File: src/rtl/peripheral_bus_hub.sv
// Peripheral bus hub: decodes chipset bus cycles onto up to CHANNELS
// peripheral cores, stretches the cycle with wait states until the selected
// device is ready (or a timeout expires), and returns registered read data.
module peripheral_bus_hub #(
  parameter int                     CHANNELS  = 8,
  parameter logic [20*CHANNELS-1:0] CH_BASE   = {CHANNELS{20'h0}},
  parameter logic [20*CHANNELS-1:0] CH_MASK   = {CHANNELS{20'hFFFE0}},
  parameter logic [CHANNELS-1:0]    CH_MEMORY = {CHANNELS{1'b0}},
  parameter logic [4*CHANNELS-1:0]  CH_WAIT   = {CHANNELS{4'd0}},
  parameter logic [7:0]             TIMEOUT   = 8'd255
) (
  input  logic                    clock,
  input  logic                    reset,
  input  logic                    io_read_n,
  input  logic                    io_write_n,
  input  logic                    memory_read_n,
  input  logic                    memory_write_n,
  input  logic                    address_enable_n,
  input  logic [19:0]             address,
  input  logic [CHANNELS-1:0]     channel_ready,
  input  logic [8*CHANNELS-1:0]   channel_data_in,
  output logic [CHANNELS-1:0]     chip_select_n,
  output logic [7:0]              data_bus_out,
  output logic                    data_bus_out_from_chipset,
  output logic                    io_channel_ready,
  output logic                    timeout_pulse
);

  localparam int SEL_W = (CHANNELS > 1) ? $clog2(CHANNELS) : 1;

  typedef enum logic [1:0] {
    ST_IDLE,
    ST_WAIT,
    ST_DONE
  } state_t;

  state_t state;
  state_t state_next;

  logic [SEL_W-1:0]    sel;
  logic                is_read;
  logic [3:0]          wcnt;
  logic [7:0]          tcnt;
  logic [7:0]          rdata;

  logic                io_active;
  logic                mem_active;
  logic [CHANNELS-1:0] hit;
  logic                any_hit;
  logic [SEL_W-1:0]    win;

  logic [3:0]          win_wait;
  logic                win_ready;
  logic                win_read;
  logic [7:0]          win_data;
  logic                sel_strobe;
  logic                sel_ready;
  logic [7:0]          sel_data;

  logic [3:0]          wcnt_dec;
  logic                load_access;
  logic                capture;
  logic [7:0]          capture_data;
  logic                timeout_hit;

  assign io_active  = ~io_read_n | ~io_write_n;
  assign mem_active = ~memory_read_n | ~memory_write_n;

  // Address match per channel, qualified by the strobe pair of its space.
  always_comb begin
    hit = '0;
    for (int k = 0; k < CHANNELS; k++) begin
      hit[k] = address_enable_n &&
               (((address ^ CH_BASE[20*k +: 20]) & CH_MASK[20*k +: 20]) == 20'h0) &&
               (CH_MEMORY[k] ? mem_active : io_active);
    end
  end

  // Priority encode the hits so the lowest-numbered channel wins.
  always_comb begin
    any_hit = 1'b0;
    win     = '0;
    for (int k = CHANNELS - 1; k >= 0; k--) begin
      if (hit[k]) begin
        any_hit = 1'b1;
        win     = SEL_W'(k);
      end
    end
  end

  assign win_wait   = CH_WAIT[4*int'(win) +: 4];
  assign win_ready  = channel_ready[win];
  assign win_data   = channel_data_in[8*int'(win) +: 8];
  assign win_read   = CH_MEMORY[win] ? ~memory_read_n : ~io_read_n;

  assign sel_strobe = CH_MEMORY[sel] ? mem_active : io_active;
  assign sel_ready  = channel_ready[sel];
  assign sel_data   = channel_data_in[8*int'(sel) +: 8];

  // The wait count seen after this cycle's decrement; reaching zero means the
  // minimum wait has been served by the end of this cycle.
  assign wcnt_dec = (wcnt != 4'd0) ? (wcnt - 4'd1) : 4'd0;

  // Next-state logic and the capture/timeout decisions for this cycle.
  always_comb begin
    state_next   = state;
    load_access  = 1'b0;
    capture      = 1'b0;
    capture_data = sel_data;
    timeout_hit  = 1'b0;
    case (state)
      ST_IDLE: begin
        if (any_hit) begin
          load_access = 1'b1;
          if ((win_wait == 4'd0) && win_ready) begin
            state_next   = ST_DONE;
            capture      = win_read;
            capture_data = win_data;
          end else begin
            state_next = ST_WAIT;
          end
        end
      end
      ST_WAIT: begin
        if (!sel_strobe) begin
          state_next = ST_IDLE;
        end else if ((wcnt_dec == 4'd0) && sel_ready) begin
          state_next = ST_DONE;
          capture    = is_read;
        end else if (tcnt == (TIMEOUT - 8'd1)) begin
          state_next  = ST_DONE;
          timeout_hit = 1'b1;
        end
      end
      ST_DONE: begin
        if (!sel_strobe) begin
          state_next = ST_IDLE;
        end
      end
      default: state_next = ST_IDLE;
    endcase
  end

  // State register plus the access context, counters and read-data latch.
  always_ff @(posedge clock) begin
    if (reset) begin
      state         <= ST_IDLE;
      sel           <= '0;
      is_read       <= 1'b0;
      wcnt          <= 4'd0;
      tcnt          <= 8'd0;
      rdata         <= 8'h00;
      timeout_pulse <= 1'b0;
    end else begin
      state         <= state_next;
      timeout_pulse <= timeout_hit;
      if (load_access) begin
        sel     <= win;
        is_read <= win_read;
        wcnt    <= win_wait;
        tcnt    <= 8'd0;
      end else if (state == ST_WAIT) begin
        wcnt <= wcnt_dec;
        if (tcnt != 8'hFF) begin
          tcnt <= tcnt + 8'd1;
        end
      end
      if (capture) begin
        rdata <= capture_data;
      end else if (timeout_hit && is_read) begin
        rdata <= 8'hFF;
      end
    end
  end

  // Chip select follows the live decode in IDLE and the held selection after.
  always_comb begin
    chip_select_n = '1;
    if (state == ST_IDLE) begin
      if (any_hit) begin
        chip_select_n[win] = 1'b0;
      end
    end else if (sel_strobe) begin
      chip_select_n[sel] = 1'b0;
    end
  end

  assign io_channel_ready          = (state != ST_WAIT);
  assign data_bus_out_from_chipset = is_read && ((state == ST_WAIT) || (state == ST_DONE));
  assign data_bus_out              = (is_read && (state == ST_DONE)) ? rdata : 8'h00;

endmodule
File: config.mk
export PLATFORM = sky130hd
export DESIGN_NAME = peripheral_bus_hub
export DESIGN_NICKNAME = d
export VERILOG_FILES = /design/src/rtl/peripheral_bus_hub.sv
export SDC_FILE = /design/constraint.sdc
export NUM_CORES = 1
export LEC_CHECK = 0
export ABC_AREA = 1
export CORE_UTILIZATION = 34
export CTS_BUF_LIST = sky130_fd_sc_hd__clkbuf_8
export CTS_CLUSTER_SIZE = 24
export DETAILED_ROUTE_END_ITERATION = 12
export PLACE_DENSITY_LB_ADDON = 0.08
export SYNTH_ARGS = -nofsm -noshare
export SYNTH_HDL_FRONTEND = slang
export SYNTH_SLANG_ARGS = --single-unit
File: constraint.sdc
create_clock -name clock -period 1.8 [get_ports clock]
set_input_delay 0.36 -clock clock [delete_from_list [all_inputs] [get_ports clock]]
set_output_delay 0.36 -clock clock [all_outputs]
set_load 0.05 [all_outputs]
* Word-level counts from Yosys, hierarchy flattened
Cells that the tools add are included.
** Cells by class
- Equality and inequality tests :: 8
- Muxes and demuxes :: 26
- Bitwise gates (word level) :: 3
- Reduce and logical (&&, ||, !) cells :: 15
- Add/subtract/negate cells :: 2
** Operators with widths (count)
- $mux W8 :: 4
- $logic_not A20 Y1 :: 1
- $mux W1 :: 13
- $mux W2 :: 6
- $add A8 B1 Y8 const B :: 1
- $eq A8 B8 Y1 const B :: 1
- $ne A8 B8 Y1 const B :: 1
- $logic_and A1 B1 Y1 :: 6
- $pmux W2 S3 :: 1
- $logic_not A4 Y1 :: 1
- $mux W4 :: 1
- $ne A2 B2 Y1 const B :: 2
- $ne A4 B4 Y1 const B :: 1
- $reduce_bool A4 Y1 :: 1
- $sub A4 B1 Y4 const B :: 1
- $reduce_and A3 Y1 :: 1
- $eq A2 B1 Y1 const B :: 1
- $eq A2 B2 Y1 const B :: 1
- $logic_not A2 Y1 :: 1
- $ne A2 B1 Y1 const B :: 1
- $not A1 Y1 :: 2
- $pmux W1 S2 :: 1
- $reduce_and A2 Y1 :: 1
- $reduce_bool A2 Y1 :: 1
- other kinds (3) :: 3
** Storage, ports and cells
- Register bits :: 24
- Output and inout bits :: 19
- Logic and storage cells :: 60

* Depth between registers and ports, before layout
- Depth after elaboration :: 10
- Depth in mapped cells :: 12
- Depth with buffers taken out :: 12

* Worst setup path before layout
Ideal clock, no wire load.
- Path type :: reg2out
- From :: register state[0]
- To :: output port chip_select_n[0]
- Slack :: -263 ps
- Data required time :: 1440 ps
- Data arrival time :: 1703 ps
- Cell stages (with the launch flop) :: 4
- Path through :: dfxtp_1 > inv_1 > ha_1 > o21ai_0
** On the way
- Longest elaborated chain between the ends :: 2
** Ends and longest elaborated chain
- start, declared :: RTL line 37 : state_t state;
- start signal, assigned :: RTL line 155 : state <= state_next;
- $logic_not A2 Y1 :: RTL line 179 : if (state == ST_IDLE) begin
- $mux W8 :: RTL line 179
- end, declared :: RTL line 22 : output logic [CHANNELS-1:0] chip_select_n,
Every way passes these cells.

* Worst setup path in the final report
- From :: register state[0]
- To :: output port data_bus_out[6]
** On the way
- Longest elaborated chain between the ends :: 3
** Ends and longest elaborated chain
- $eq A2 B2 Y1 :: RTL line 190 : assign data_bus_out = (is_read && (state == ST_DONE)) ? rdata : 8'h00;
- $logic_and A1 B1 Y1 :: RTL line 190
- $mux W8 :: RTL line 190
- end, declared :: RTL line 23 : output logic [7:0] data_bus_out,
Every way passes these cells.

==> flow_summary.toml <==
[routing]
routedWlPerCell_um = 9.33
routed_wl_um = 3020
top_layer = "met4"
wl_met1_um = 1450
drc_errors = 0
drt-initial-drc-count = 46
vias = 1373
route.met2.wl_um = 1400
wl_met3_um = 148
first_pass_iters = 4
vias_per_cell = 4.24
final_antenna_net_count = 0

[status]
status = "completed"

[timing]
rsz0062_at_grt = "false"
finalCriticalPeriod_ns = 1.70
finClkSkew_ns = 0.00670
setup_slack_ns = 0.0963
setup_viol = 0
fmax_mhz = 587
fin_crit_sh_pct = 94.6
finalMaxSlewViolations = 0
hold_violations = 0

[power]
leakagePower_nw = 1.08
vdd_drop_max_mv = 0.369
power_density_nw_per_um2 = 526

[layout]
layout-drive-gt1-share_pct = 21.2
layout_common_cells = "nand2_1, nor2_1, inv_1"
final_area_sq_um = 2250
post-route-util_pct = 55.8
insertedDiodeCount = 0
final_common_cell = "nand2_1"
areaGrowthSynthToFinish_pct = 55.5
stdcell_count = 324
fin_nets = 379

[placed_design]
placed_cells = 319
io_buffers = 40
gp_congestion = 0.775
dpl_cell_area_sq_um = 2080
hpwl_um = 2350
pre_cts_ws_ns = -0.133

[clocking]
htreeDepth = 1
clk_path_buf_depth = 2
cts.sinks = 24
clk_pin_slew_worst_paths_ns = 0.09
cts_tree = "built"
clkLatencyLatePin_ns = 0.27
numCtsBuffers = 3
root_buffer = "clkbuf_8"

[logic_synthesis]
yosysTopAreaCell = "dfxtp_1"
synth_area_leaders = "dfxtp_1, nand2_1, nor2_1"
ys_seq_area_share_pct = 33.2
ys_types = 32
syn-cell-area_sq_um = 1450
yosys.area.top_type_share_pct = 33.2
yosysWarnings = 0
syn-instance-count = 220
avgSynthCellArea_sq_um = 6.57
ys_seq_elements = 24

[critical_path]
r2r_setup_slack_ns = 0.24
end_kind = "output pin"
cp_max_fo = 8
r2r_end = "tcnt[2]"
cp.arrival_ns = 1.34
reg2regPathDepth = 10
worstPathRequired_ns = 1.44
rr_startpoint = "state[1]"
crit_type = "reg2out"
start_kind = "flop"

[global_routing]
antenna_found_initial = 0
grt_util_all_layers_pct = 15.1
overflow = 0
grt_max_degree = 15
grt_pass1_wl_um = 5200
grt_pass1_vias = 1296

[floorplanning]
die_area_sq_um = 4520
rows = 23
core_sq_um = 4030
die_h_um = 67.2
initial_core_util_pct = 35.9
pin_count = 118
die_w_um = 67.2

[min_path]
worstHoldStart = "wcnt[0]"
hold_class = "reg2reg"
whs_path_depth = 2
hold-path-endpoint = "wcnt[0]"

[run]
cap_violations = 0
-- critical path, stage by stage, from the launching register on --
cell     delay [ns]
dfxtp_1        0.33
inv_1          0.08
ha_1           0.22
nand2_4        0.13
nor2_2         0.17
buf_12         0.15
-- synthesized netlist by cell type (all sizes together) --
| master | instances |
|---|---|
| nor4 | 1 |
| xor2 | 2 |
| nand3 | 8 |
| inv | 40 |
| conb | 1 |
| nor2 | 52 |
| nand4 | 1 |
| nand2 | 52 |
| ha | 5 |
| or2 | 4 |
| buf | 8 |
| a21oi | 10 |
| clkbuf | 1 |
| dfxtp | 24 |
| nor3b | 1 |
| nor3 | 2 |
| xnor2 | 2 |
| o21ai | 6 |
-- layer usage --
metal  vias up  GRT usage [%]
met5         -              0
li1        748              -
met2        37           27.3
met4         0           4.79
met1       586           17.6
met3         2           3.21
-- registers in the layout, summed over array words and instances (netlist names) --
signal and count:
wcnt 4, rdata 8, tcnt 8, is_read 1, timeout_pulse 1, state 2
-- stage by stage --
stage	total power [mW]	hold WS [ns]	setup TNS (ns)
floorplan	0.639	0.429	0
global placement	0.721	0.446	-1.68
detailed placement	0.722	0.456	-1.79
CTS	1.19	0.468	-0.183
global route	1.23	0.485	0
finish	1.18	0.468	0
-- power by group --
part	leakage [nW]	internal, mW	switching [mW]
logic	0.854	0.0831	0.0924
clock network	0.0357	0.297	0.176
registers	0.193	0.532	0.00132
total	1.08	0.912	0.269
-- worst max path at each step --
| stage | depth (start not counted) | slack (ns) | endpoint | start |
|---|---|---|---|---|
| detailed placement | 11 | -0.13 | rdata[5] | address[6] |
| CTS | 5 | -0.03 | data_bus_out[1] | state[0] |
| global route | 5 | 0.007 | data_bus_out[6] | state[0] |
| finish | 5 | 0.1 | data_bus_out[6] | state[0] |
| global placement | 11 | -0.13 | rdata[1] | address[18] |
| floorplan | 12 | 0.09 | state[1] | state[1] |
-- layout make-up --
class,count,area (sq um)
clock inverter,1,30.0
tap,50,62.6
inverter,40,150
clock buffer,3,41.3
timing repair buffer,53,656
multi-input combinational,153,827
sequential,24,480
fill,386,1780
-- cell families after synthesis --
| kind of cell | synth area share, % |
|---|---|
| other cells | 0.259 |
| flops | 33.2 |
| simple gates | 38.5 |
| compound gates | 6.58 |
| buf+inv | 14.6 |
| xor+xnor | 2.42 |
| fa+ha+maj | 4.33 |
-- timing repair --
item	in CTS	in global routing
buffers inserted	1	0
pin swaps	5	15
hold buffers	0	0
endpoints found under the hold margin	0	0
endpoints found under the setup margin	9	18
resized for setup	5	29
Power figures use the tool's default switching activity.
